[src/rtl/ebus_device_responder.sv]
// -----------------------------------------------------------------------------
// ebus_device_responder
//
// Device-side EBUS slave for the KL10 I/O path.  One instance sits between the
// EBUS and a single peripheral core (DTE, timers, ...).  It answers the EBOX
// initiator for CONO / CONI / DATAO / DATAI on its own controller-select code,
// and for PI-served / PI-address-in cycles on its current PI level.  It returns
// ack and xfer and drives read data through its own tEBUSdriver slot.
//
// Optional build macro:
//   EBUS_PARITY_EN - when defined, ebusParity carries odd parity over the
//                    driven data word (registered with the data); when left
//                    undefined, ebusParity is tied to 0.
//
// Parameters:
//   DEV_CS     controller-select code this device answers to
//   XFER_DELAY cycles from ack rising to xfer rising (1..15)
//   IVEC       word driven on a PI-address-in cycle
//
// Ports:
//   clk            system clock
//   resetN         asynchronous active-low reset
//   ebusCs         [0:6] controller select from EBOX ([4:6] = PI level on PI cycles)
//   ebusFunc       bus function code
//   ebusDemand     EBOX demand
//   ebusReset      EBUS bus reset, synchronous to clk, overrides everything
//   ebusDataIn     [0:35] EBUS data as seen from the mux
//   ebusDriver     [0:36] {data[0:35], driving}
//   ebusAck        acknowledge
//   ebusXfer       transfer done
//   ebusPi         [0:7] PI request lines, bit piLevel raised on devPiReq
//   ebusParity     parity of driven data (see EBUS_PARITY_EN)
//   devConiIn      [0:32] device status bits returned by CONI
//   devDataIn      word returned by DATAI
//   devPiReq       device interrupt request
//   devConoOut     last CONO word
//   devConoStrobe  one-cycle pulse when devConoOut is written
//   devDataOut     last DATAO word
//   devDataoStrobe one-cycle pulse when devDataOut is written
//   devDataiStrobe one-cycle pulse; device may advance its read data
//   devPiServed    one-cycle pulse on a PI-served cycle
// -----------------------------------------------------------------------------
module ebus_device_responder #(
    parameter logic [0:6]  DEV_CS     = 7'o20,
    parameter int unsigned XFER_DELAY = 2,
    parameter logic [0:35] IVEC       = 36'o0
) (
    input  logic        clk,
    input  logic        resetN,
    input  logic [0:6]  ebusCs,
    input  logic [2:0]  ebusFunc,
    input  logic        ebusDemand,
    input  logic        ebusReset,
    input  logic [0:35] ebusDataIn,
    output logic [0:36] ebusDriver,
    output logic        ebusAck,
    output logic        ebusXfer,
    output logic [0:7]  ebusPi,
    output logic        ebusParity,
    input  logic [0:32] devConiIn,
    input  logic [0:35] devDataIn,
    input  logic        devPiReq,
    output logic [0:35] devConoOut,
    output logic        devConoStrobe,
    output logic [0:35] devDataOut,
    output logic        devDataoStrobe,
    output logic        devDataiStrobe,
    output logic        devPiServed
);

    // Bus function encoding
    localparam logic [2:0] F_CONO   = 3'b000;
    localparam logic [2:0] F_CONI   = 3'b001;
    localparam logic [2:0] F_DATAO  = 3'b010;
    localparam logic [2:0] F_DATAI  = 3'b011;
    localparam logic [2:0] F_PISERV = 3'b100;
    localparam logic [2:0] F_PIADDR = 3'b101;

    // The counter is loaded on entry to ACK and expires at zero, so a load of
    // XFER_DELAY-1 puts xfer exactly XFER_DELAY cycles after ack.
    localparam logic [3:0] CNT_INIT = 4'(XFER_DELAY - 1);

    typedef enum logic [2:0] {
        ST_IDLE = 3'd0,
        ST_ACK  = 3'd1,
        ST_WAIT = 3'd2,
        ST_XFER = 3'd3,
        ST_HOLD = 3'd4
    } state_e;

    // Odd parity bit: makes the total count of ones (data + parity) odd.
    function automatic logic odd_parity(input logic [0:35] d);
        return ~(^d);
    endfunction

    // Functions for which this device drives the data word.
    function automatic logic is_read_func(input logic [2:0] f);
        return (f == F_CONI) || (f == F_DATAI) || (f == F_PIADDR);
    endfunction

    state_e      state_q, state_d;
    logic [3:0]  cnt_q, cnt_d;
    logic [2:0]  func_q, func_d;
    logic [0:35] wdata_q, wdata_d;
    logic        armed_q, armed_d;
    logic [2:0]  pi_level_q, pi_level_d;
    logic        ack_q, ack_d;
    logic        xfer_q, xfer_d;
    logic        drv_q, drv_d;
    logic [0:35] rdata_q, rdata_d;
    logic [0:35] cono_q, cono_d;
    logic        cono_stb_q, cono_stb_d;
    logic [0:35] datao_q, datao_d;
    logic        datao_stb_q, datao_stb_d;
    logic        datai_stb_q, datai_stb_d;
    logic        pi_served_q, pi_served_d;

    logic        match_s;
    logic        accept_s;
    logic        enter_xfer_s;

    // Address/function match for the cycle presented on the bus.
    always_comb begin
        match_s = 1'b0;
        case (ebusFunc)
            F_CONO, F_CONI, F_DATAO, F_DATAI: match_s = (ebusCs == DEV_CS);
            F_PISERV, F_PIADDR: match_s = (ebusCs[4:6] == pi_level_q) &&
                                          (pi_level_q != 3'd0) && devPiReq;
            default: match_s = 1'b0;
        endcase
    end

    // A new cycle starts only from IDLE and only once demand has been seen low
    // since the previous cycle (armed), so a held demand never retriggers.
    assign accept_s = (state_q == ST_IDLE) && ebusDemand && armed_q && match_s;

    // Next-state logic: handshake sequencing, delay counter and command latch.
    always_comb begin
        state_d = state_q;
        cnt_d   = cnt_q;
        func_d  = func_q;
        wdata_d = wdata_q;

        if (!ebusDemand) begin
            armed_d = 1'b1;
        end else if (accept_s) begin
            armed_d = 1'b0;
        end else begin
            armed_d = armed_q;
        end

        case (state_q)
            ST_IDLE: begin
                if (accept_s) begin
                    state_d = ST_ACK;
                    cnt_d   = CNT_INIT;
                    func_d  = ebusFunc;
                    wdata_d = ebusDataIn;
                end else begin
                    state_d = ST_IDLE;
                end
            end
            ST_ACK, ST_WAIT: begin
                if (!ebusDemand) begin
                    state_d = ST_IDLE;
                end else if (cnt_q == 4'd0) begin
                    state_d = ST_XFER;
                end else begin
                    state_d = ST_WAIT;
                    cnt_d   = cnt_q - 4'd1;
                end
            end
            ST_XFER: begin
                state_d = ST_HOLD;
            end
            ST_HOLD: begin
                if (!ebusDemand) begin
                    state_d = ST_IDLE;
                end else begin
                    state_d = ST_HOLD;
                end
            end
            default: begin
                state_d = ST_IDLE;
            end
        endcase
    end

    assign enter_xfer_s = (state_d == ST_XFER);

    // Output next-values, derived from the next state so every output is a flop.
    always_comb begin
        ack_d  = (state_d != ST_IDLE);
        xfer_d = (state_d == ST_XFER) || (state_d == ST_HOLD);
        drv_d  = xfer_d && is_read_func(func_q);

        // Read data is sampled once on the edge into XFER and held through HOLD.
        if (enter_xfer_s) begin
            case (func_q)
                F_CONI:   rdata_d = {devConiIn, pi_level_q};
                F_DATAI:  rdata_d = devDataIn;
                F_PIADDR: rdata_d = IVEC;
                default:  rdata_d = 36'o0;
            endcase
        end else if (state_d == ST_HOLD) begin
            rdata_d = rdata_q;
        end else begin
            rdata_d = 36'o0;
        end

        if (enter_xfer_s && (func_q == F_CONO)) begin
            cono_d     = wdata_q;
            pi_level_d = wdata_q[33:35];
            cono_stb_d = 1'b1;
        end else begin
            cono_d     = cono_q;
            pi_level_d = pi_level_q;
            cono_stb_d = 1'b0;
        end

        if (enter_xfer_s && (func_q == F_DATAO)) begin
            datao_d     = wdata_q;
            datao_stb_d = 1'b1;
        end else begin
            datao_d     = datao_q;
            datao_stb_d = 1'b0;
        end

        datai_stb_d = enter_xfer_s && (func_q == F_DATAI);
        pi_served_d = enter_xfer_s && (func_q == F_PISERV);
    end

    // State and output registers; bus reset clears everything including a live cycle.
    always_ff @(posedge clk or negedge resetN) begin
        if (!resetN) begin
            state_q     <= ST_IDLE;
            cnt_q       <= 4'd0;
            func_q      <= 3'd0;
            wdata_q     <= 36'o0;
            armed_q     <= 1'b0;
            pi_level_q  <= 3'd0;
            ack_q       <= 1'b0;
            xfer_q      <= 1'b0;
            drv_q       <= 1'b0;
            rdata_q     <= 36'o0;
            cono_q      <= 36'o0;
            cono_stb_q  <= 1'b0;
            datao_q     <= 36'o0;
            datao_stb_q <= 1'b0;
            datai_stb_q <= 1'b0;
            pi_served_q <= 1'b0;
        end else if (ebusReset) begin
            state_q     <= ST_IDLE;
            cnt_q       <= 4'd0;
            func_q      <= 3'd0;
            wdata_q     <= 36'o0;
            armed_q     <= 1'b0;
            pi_level_q  <= 3'd0;
            ack_q       <= 1'b0;
            xfer_q      <= 1'b0;
            drv_q       <= 1'b0;
            rdata_q     <= 36'o0;
            cono_q      <= 36'o0;
            cono_stb_q  <= 1'b0;
            datao_q     <= 36'o0;
            datao_stb_q <= 1'b0;
            datai_stb_q <= 1'b0;
            pi_served_q <= 1'b0;
        end else begin
            state_q     <= state_d;
            cnt_q       <= cnt_d;
            func_q      <= func_d;
            wdata_q     <= wdata_d;
            armed_q     <= armed_d;
            pi_level_q  <= pi_level_d;
            ack_q       <= ack_d;
            xfer_q      <= xfer_d;
            drv_q       <= drv_d;
            rdata_q     <= rdata_d;
            cono_q      <= cono_d;
            cono_stb_q  <= cono_stb_d;
            datao_q     <= datao_d;
            datao_stb_q <= datao_stb_d;
            datai_stb_q <= datai_stb_d;
            pi_served_q <= pi_served_d;
        end
    end

`ifdef EBUS_PARITY_EN
    logic parity_q, parity_d;

    // Parity follows the data word into the same register stage.
    always_comb begin
        if (drv_d) begin
            parity_d = odd_parity(rdata_d);
        end else begin
            parity_d = 1'b0;
        end
    end

    // Parity register.
    always_ff @(posedge clk or negedge resetN) begin
        if (!resetN) begin
            parity_q <= 1'b0;
        end else if (ebusReset) begin
            parity_q <= 1'b0;
        end else begin
            parity_q <= parity_d;
        end
    end

    assign ebusParity = parity_q;
`else
    assign ebusParity = 1'b0;
`endif

    // PI request fan-out: one line, selected by the registered level.
    always_comb begin
        ebusPi = 8'b0;
        if (devPiReq && (pi_level_q != 3'd0)) begin
            ebusPi[pi_level_q] = 1'b1;
        end else begin
            ebusPi = 8'b0;
        end
    end

    assign ebusDriver     = {rdata_q, drv_q};
    assign ebusAck        = ack_q;
    assign ebusXfer       = xfer_q;
    assign devConoOut     = cono_q;
    assign devConoStrobe  = cono_stb_q;
    assign devDataOut     = datao_q;
    assign devDataoStrobe = datao_stb_q;
    assign devDataiStrobe = datai_stb_q;
    assign devPiServed    = pi_served_q;

endmodule

[config.mk]
export PLATFORM = sky130hd
export DESIGN_NAME = ebus_device_responder
export DESIGN_NICKNAME = d
export VERILOG_FILES = /design/src/rtl/ebus_device_responder.sv
export SDC_FILE = /design/constraint.sdc
export NUM_CORES = 1
export LEC_CHECK = 0
export CORE_MARGIN = 4
export CORE_UTILIZATION = 45
export DETAILED_ROUTE_END_ITERATION = 16
export GPL_ROUTABILITY_DRIVEN = 0
export PLACE_DENSITY_LB_ADDON = 0.3
export SLEW_MARGIN = 0
export SYNTH_ARGS = -nofsm -noshare
export SYNTH_HDL_FRONTEND = slang
export SYNTH_SLANG_ARGS = --single-unit
[constraint.sdc]
create_clock -name clk -period 2.5 [get_ports clk]
set_clock_uncertainty 0.05 [all_clocks]
set_input_delay 0.625 -clock clk [delete_from_list [all_inputs] [get_ports clk]]
set_output_delay 0.625 -clock clk [all_outputs]
set_load 0.01 [all_outputs]
==> results.md, run 1 <==
- Most used DFF post-synth: dfrtp_1
- Hold Fails Final Rpt: 0
- Num ports: 244
- Slew margin rel.: a little under a third
- Total routed wirelength: 20000 µm
- Max Root-Sink Buffers: 2
- Total chip power: 5.38 mW
- Critical Path RT: 1.82 ns
- Post-CTS Setup Bufs: 0
- Wire per inst: just under 20 µm
- Share of layout cells above drive strength 1: 8.71%
- Final setup viols: 0
- Post-synth ARST share: 100%
- Dpl hpwl: about 14000 µm
- Fmax: 415 MHz
- Most frequent cells in the layout: 232 x clkdlybuf4s50_1, 161 x dfrtp_1, 72 x o21ai_0, 72 x a22o_1, 45 x nand2_1
- Worst hold path type: in2async
- Sw frac: roughly 23%
- Vias in the first global route: 6081
- Seq/Total Area, Yosys: about three fifths
- Post-layout net count: 946
- Skew-Pair Late Insertion Delay: around 0.42 ns
- Element type at the critical path end: output pin
- Largest stage delay, worst path: ~0.48 ns
- CP Max Fanout: 4
- Leading cell type in the layout, fill and taps excluded: clkdlybuf4s50_1
- Post-synthesis cell type count: 43
- Syn_area_per_cell: about 12 µm²
- CTS tree: done
- Clock transition at the registers of the reported paths: approximately 0.060 ns
- RSZ-0062 raised after global routing: false
- Reg2reg setup slack: roughly 0.27 ns
- Chip Width: between 100 and 150 µm
- Post-synthesis instance area: 6840 µm²
- Port bufs: 241
- Cts repair resizes: 8
- Clk sinks: 162
- Maximum vdd drop: about 0.47 mV
- Pre-antenna DRT Iters: 4
- N_diodes: 0
- EDFF count, synth: 0
- CTS H-tree depth: 4
- DRC: 0
- Die footprint: roughly 17000 µm²
- Synthesized flop and latch total: between 150 and 200
- Total negative slack: 0 ns
- Syn Inst Count: approximately 590
- CTS root buf: clkbuf_16
- Pwr Density: 536 nW/µm²
- Final WS setup: 0.0892 ns
- Slowest CP cell: clkdlybuf4s50_1
- GRT Residual Overflow: 0
- CTS buffer count: 17
- Period utilization: a little over nine tenths
- Clock group share of total power: about 45%
- Sequential power share: 48.8%
- Worst-Margin Slew: 1.03 ns
- Hold Buf Count CTS: 0
- Internal power: ~4.2 mW
- Final Util: 68.2%
- Synthesis warning total: 0
- Largest net degree at the start of global routing: 52
- Psw: 1.22 mW
- Most congested layer reported by global routing: met2
- DRT antenna net count: 0
- Met2 Track Usage GR: a little under two fifths
- Fin cells: approximately 1.0k
- Place WS: -0.182 ns
- CP Launch Type: input pin
- Logic pwr share: under 10%
- Worst Setup Path Type: in2out
- GR Layer Usage met3: between 7 and 8%
- Met1 Use GR: 28.7%
- Finished Cell Area: approximately 10000 µm²
- Gr usage total: a little under a quarter
- Status: complete, no violations
- Arr. time, crit path: approximately 1.7 ns
- Detailed-route via count: 5747
- Initial antenna violation count: 0
- Pleak: between 4 and 5 nW
- Post-DP Area: roughly 9500 µm²
- DP Cell Count: 990
- First-pass GRT wire length: 32800 µm
- Initial drt markers: ~340
- Die height: about 130 µm
- Core Area: ~15000 µm²
- Critical path, cell by cell: clkdlybuf4s50_1 -> nand2_1 -> nor3_1 -> dlygate4sd2_1
- Via/cell ratio: around 5.6
- Period minus WS final: around 2.4 ns
- Max-Cap Viols: 0
- Initial Util: between 40% and 50%
- Rows: 44
- Min Hold Slack: about 0.083 ns
- Area grow syn2layout: 46.6%
- Max-slew violation count: 0
[final timing paths]
kind / startpoint / end / cells past startpoint
min in group clk: rdata_q[16] / rdata_q[16] / 2
hold reg to reg: rdata_q[16] / rdata_q[16] / 2
setup / recovery: devPiReq / ebusPi[4] / 4
hold / removal: resetN / devConoOut[22] / 1
max in group asynchronous: resetN / devConoOut[6] / 2
setup reg to reg: cnt_q[0] / devConoOut[21] / 7
[critical path, delay by kind of cell]
family	cells	cell delay [ns]
buffers and inverters	2	0.78
and+or+nand+nor	2	0.32
[layer usage]
layer,vias to the layer above,wire (µm)
met1,2821,8140
met5,-,0
met4,0,595
li1,2617,-
met2,268,9600
met3,41,1660
[power groups by stage]
stage	clock, mW	combinational, mW	sequential (mW)
final	2.42	0.339	2.62
after global routing	2.58	0.364	2.62
after CTS	2.47	0.342	2.62
after detailed placement	0	0.340	2.67
after global placement	0	0.337	2.67
after floorplan	0	0.0633	2.67
[synthesized netlist by cell type (all sizes together) (5+ instances only)]
cell type	count	area share (%)
buf	32	3.3
nor3	8	0.91
xor2	5	0.75
a22o	72	9.2
dfrtp	162	59
nand2b	44	4.0
nand2	45	2.5
nor3b	6	0.95
nand3b	39	4.3
o21ai	76	5.6
a22oi	36	4.0
nor2	15	0.82
clkbuf	18	1.0
[logic make-up after synthesis]
family | Yosys count | share of synthesized area [%]
other | 1 | 0.0548
XOR/XNOR | 5 | 0.750
AO/OA/AOI/OAI | 197 | 20.0
adder cells (fa/ha/maj) | 1 | 0.183
AND/OR/NAND/NOR | 172 | 15.3
flip-flops | 162 | 59.3
buffers and inverters | 53 | 4.44
[state kept, by name, indices dropped and copies added (netlist names)]
signal / count
wdata_q: 36
armed_q: 1
rdata_q: 36
drv_q: 1
devPiServed: 1
state_q: 3
devDataoStrobe: 1
devConoOut: 34
ebusAck: 1
pi_level_q: 2
ebusXfer: 1
devDataiStrobe: 1
cnt_q: 4
devDataOut: 36
func_q: 3
devConoStrobe: 1
[area by class of cell]
cell class | count | area [µm²]
fill | 1103 | 4670
sequential | 162 | 4060
timing repair buffer | 264 | 2660
multi-input combinational | 377 | 2510
clock buffer | 19 | 453
tap | 184 | 230
clock inverter | 13 | 105
inverter | 3 | 11.3
Note: power is estimated with default switching activity, not from simulation.
==> run 2, diff against run 1 <==
CELL_PAD_IN_SITES_DETAIL_PLACEMENT = 2   (was unset)
CELL_PAD_IN_SITES_GLOBAL_PLACEMENT = 2   (was unset)
CORE_UTILIZATION = 30   (was 45)
clock period = 2.9 ns   (was 2.5 ns; I/O delays follow)
==> run 2 against run 1 <==
Register-to-register slack improved by 0.30 ns. Non-clock buffer count fell by 3. Design area rose by 1.4%. Largest cell class unchanged. Hold slack improved by 0.14 ns. Routed wire length rose by 28%.
==> results.md, run 2 (synthesis gave the netlist of run 1 again) <==
- Status: complete, no violations
- Gr usage total: between 20 and 25%
- Cell mode on critical path: clkdlybuf4s50_1
- Worst hold path type: in2async
- Core Area: 22100 µm²
- CP endpoint: ebusPi[7]
- Crit. Startpoint: devPiReq
- Initial antenna violation count: 4
- Layout fillers: 2244
- Critical Path RT: around 2.1 ns
- Period utilization: 98.0%
- Arr. time, crit path: 2.07 ns
- Share of layout cells above drive strength 1: under 10%
- Fmax: 352 MHz
- Max Root-Sink Buffers: 2
- Slew margin rel.: a little over a quarter
- Num ports: ~240
- Max-Cap Viols: 0
- Area grow syn2layout: 48.7%
- Largest net degree at the start of global routing: between 70 and 80
- Element type at the critical path end: output pin
- Worst-Margin Slew: 1.10 ns
- Total routed wirelength: about 26000 µm
- CTS tree: done
- Critical path, cell by cell: clkdlybuf4s50_1 -> nand2_1 -> nor2_1 -> clkdlybuf4s50_1
- Clk sinks: roughly 160
- Wire per inst: around 23 µm
- Pleak: about 4.3 nW
- RR Startpoint: cnt_q[0]
- Rows: 54
- GRT Residual Overflow: 0
- Via/cell ratio: 5.20
- Leading cell type in the layout, fill and taps excluded: clkdlybuf4s50_1
- Finished Cell Area: 10200 µm²
- Hold Fails Final Rpt: 0
- Skew-Pair Late Insertion Delay: between 0.4 and 0.5 ns
- Die footprint: around 25000 µm²
- Maximum vdd drop: around 0.37 mV
- DRC: 0
- Clock transition at the registers of the reported paths: about 0.070 ns
- Initial Util: 31.0%
- CP Max Fanout: 4
- Final Util: 46.0%
- CP Launch Type: input pin
- CTS root buf: clkbuf_16
- Die height: around 160 µm
- Post-DP Area: between 9000 and 10000 µm²
- Largest stage delay, worst path: 0.54 ns
- Detailed-route via count: a little under 6k
- DRT antenna net count: 0
- Max-slew violation count: 0
- Reg2reg setup slack: about 0.57 ns
- Vias in the first global route: between 6k and 7k
- N_diodes: 0
- Pwr Density: roughly 480 nW/µm²
- RR Endpoint: devConoOut[18]
- Final setup viols: 0
- Pre-antenna DRT Iters: 4
- Initial drt markers: between 300 and 400
- CTS buffer count: 17
- Chip Width: 159 µm
- Sequential cell area: between 4000 and 5000 µm²
- RSZ-0062 raised after global routing: false
- Worst reg-to-reg path cell count: 7
- CTS H-tree depth: 4
- Slowest CP cell: clkdlybuf4s50_1
- Most frequent cells in the layout: 233 x clkdlybuf4s50_1, 162 x dfrtp_1, 72 x o21ai_0, 72 x a22o_1, 45 x nand2_1
- Post-layout net count: 943
- First-pass GRT wire length: between 40000 and 50000 µm
- Dpl hpwl: 17600 µm
- Multi-input logic area: between 2000 and 3000 µm²
- Period minus WS final: 2.84 ns
- Worst Setup Path Type: in2out
- Port bufs: roughly 240
[run 2: timing repair]
action,in CTS,in global routing
hold buffers,0,0
endpoints found under the setup margin,1,5
buffers inserted,0,0
gates resized for setup,1,5
[run 2: metal layers]
layer	share of wire, %	routed length, µm	global-route usage, %
met1	44	11200	25.6
met2	48	12400	34.1
met3	6.7	1710	6.78
met4	1.1	292	3.98
met5	0.24	61	0
[run 2: layout make-up]
class | instances | area share [%]
Clock buffer | 19 | 4.36
Clock inverter | 13 | 1.49
Inverter | 3 | 0.111
Multi-Input combinational cell | 377 | 24.7
Sequential cell | 162 | 39.9
Tap cell | 280 | 3.44
Timing Repair Buffer | 261 | 26.0
[run 2: worst max-delay path: cells and delay by family]
family | cells | cell delay (ns)
buf+inv | 2 | 1.08
simple gates | 2 | 0.25
[run 2: worst min-delay path by stage]
stage / endpoint / slack [ns] / cells past startpoint
floorplan: armed_q / 0.38 / 0
global placement: rdata_q[34] / 0.41 / 2
finish: rdata_q[4] / 0.22 / 1
detailed placement: rdata_q[24] / 0.42 / 2
global route: rdata_q[2] / 0.24 / 1
CTS: rdata_q[4] / 0.23 / 1
[run 2: report_power, final]
| part | internal (mW) | switching (mW) |
|---|---|---|
| registers | 2.26 | 0.000925 |
| clock network | 1.31 | 0.974 |
| logic | 0.168 | 0.128 |
[run 2: metrics by stage]
step | setup TNS (ns) | total power, mW | cells | hold slack [ns] | setup WS, ns
CTS | 0 | 4.91 | 1115 | 0.232 | 0.0426
detailed placement | -0.0420 | 2.61 | 1083 | 0.423 | -0.0420
floorplan | 0 | 2.36 | 592 | 0.379 | 0.954
finish | 0 | 4.84 | 1115 | 0.219 | 0.0585
global route | 0 | 5.04 | 1115 | 0.240 | 0.0145
global placement | -0.00929 | 2.60 | 1083 | 0.415 | -0.00929
==> run 3, diff against run 2 <==
CAP_MARGIN = 30   (was unset)
CORE_UTILIZATION = 25   (was 30)
clock period = 2.4 ns   (was 2.9 ns; I/O delays follow)
==> run 3 against run 2 <==
Largest cell class unchanged. Largest power group unchanged. Non-clock buffer count increased by 12. Sequential power increased by 21%. Critical path type unchanged. Routed wire length decreased by 5.1%.
==> results.md, run 3 (synthesis gave the netlist of run 1 again) <==
- Fin cells: about 1.2k
- Met2 Track Usage GR: between 20 and 30%
- CP Launch Type: input pin
- Die height: 173 µm
- Finished Cell Area: roughly 10000 µm²
- CTS H-tree depth: 4
- Status: complete, no violations
- Max-slew violation count: 0
- Slowest CP cell: clkdlybuf4s50_1
- Total negative slack: 0 ns
- Critical path, cell by cell: clkdlybuf4s50_1 -> nand2_1 -> nor3_1 -> clkdlybuf4s15_1
- Pre-antenna DRT Iters: 4
- Post-DP Area: about 10000 µm²
- Place WS: -0.208 ns
- Max Root-Sink Buffers: 2
- Worst hold path type: in2async
- Period minus WS final: 2.30 ns
- DP Cell Count: ~1.2k
- Vias in the first global route: 6455
- Top delay family on crit path: buffers and inverters
- Num ports: roughly 240
- Final WS setup: 0.104 ns
- First-pass GRT wire length: approximately 39000 µm
- Critical Path RT: approximately 1.8 ns
- Final setup viols: 0
- DRT antenna net count: 0
- Period utilization: 95.7%
- CP Max Fanout: 4
- N_diodes: 0
- RSZ-0062 raised after global routing: false
- Clock transition at the registers of the reported paths: about 0.070 ns
- Largest stage delay, worst path: around 0.50 ns
- Maximum vdd drop: 0.347 mV
- Final Util: 38.8%
- Detailed-route via count: between 5k and 6k
- Pleak: between 4 and 5 nW
- Most frequent cells in the layout: 232 x clkdlybuf4s50_1, 162 x dfrtp_1, 72 x o21ai_0, 72 x a22o_1, 45 x nand2_1
- Fmax: ~440 MHz
- Die footprint: about 30000 µm²
- Most congested layer reported by global routing: met2
- Share of layout cells above drive strength 1: a little under a tenth
- Total routed wirelength: 24300 µm
- Via/cell ratio: 4.79
- Initial drt markers: ~200
- Arr. time, crit path: between 1.5 and 2 ns
- Wire per inst: between 20 and 25 µm
- Core Area: 27000 µm²
- Clk sinks: 162
- Initial antenna violation count: 0
- CTS tree: done
- Skew-Pair Late Insertion Delay: between 0.4 and 0.5 ns
- Max-Cap Viols: 0
- Area grow syn2layout: 52.7%
- Post-CTS Setup Bufs: 0
- Post-layout net count: 955
- CTS buffer count: 17
- Element type at the critical path end: output pin
- Worst-Margin Slew: between 0.6 and 0.7 ns
- GRT Residual Overflow: 0
- Port bufs: 241
- Worst Setup Path Type: in2out
- Slew margin rel.: ~57%
- Leading cell type in the layout, fill and taps excluded: clkdlybuf4s50_1
- GR Layer Usage met3: around 6.2%
- Chip Width: 173 µm
- CTS root buf: clkbuf_16
- CP Buf/Inv Count: 2
- Rows: 60
- Met1 Use GR: between 20% and 30%
- DRC: 0
- Largest net degree at the start of global routing: 62
- Hold Fails Final Rpt: 0
- Dpl hpwl: 16900 µm
- Gr usage total: 16.3%
- Pwr Density: ~560 nW/µm²
- Initial Util: 25.4%
==> run 3: cell count changes in the layout (fill, tap and decap cells not counted), moves of 3 or more <==
cell	change
buf_12	+10
clkinv_8	+3
dlygate4sd2_1	+5
dlymetal6s2s_1	-5
inv_8	+3
==> run 3: through the flow <==
step	hold slack (ns)	power [mW]
4_1_cts	0.119	5.97
6_report	0.109	5.86
3_3_place_gp	0.413	3.17
5_1_grt	0.129	6.14
3_5_place_dp	0.430	3.17
2_1_floorplan	0.254	2.85
==> run 3: timing repair <==
action                     in CTS  in global routing
hold buffers                    0                  0
pin swaps                       0                  0
gates resized for setup         7                  1
setup endpoints to repair       7                  1
==> run 3: layer usage <==
metal	vias up	part of all wire (%)
met4	0	1.1
met1	2875	46
li1	2618	-
met5	-	0
met3	15	7.9
met2	188	45
==> run 3: worst paths after layout <==
check	cells past startpoint	slack, ns	start	end
min in group clk	2	0.44	rdata_q[34]	rdata_q[34]
max in group asynchronous	2	1.51	resetN	rdata_q[9]
worst max register to register	9	0.40	cnt_q[0]	devDataOut[24]
worst max-delay path	4	0.10	devPiReq	ebusPi[4]
worst min register to register	2	0.44	rdata_q[34]	rdata_q[34]
worst min-delay path	1	0.11	resetN	rdata_q[26]
==> run 3: layout make-up <==
type / count / area, µm²
clock inverters: 14 / 158
clock buffers: 18 / 439
well taps: 341 / 427
fillers: 2848 / 16500
flip-flops and latches: 162 / 4050
multi-input cells: 377 / 2510
inverters: 3 / 11.3
repair buffers: 273 / 2840
==> run 3: power breakdown <==
part,internal (mW),leakage [nW],switching [mW]
clock,1.43,0.293,1.31
combinational,0.227,1.73,0.155
sequential,2.73,2.26,0.00119
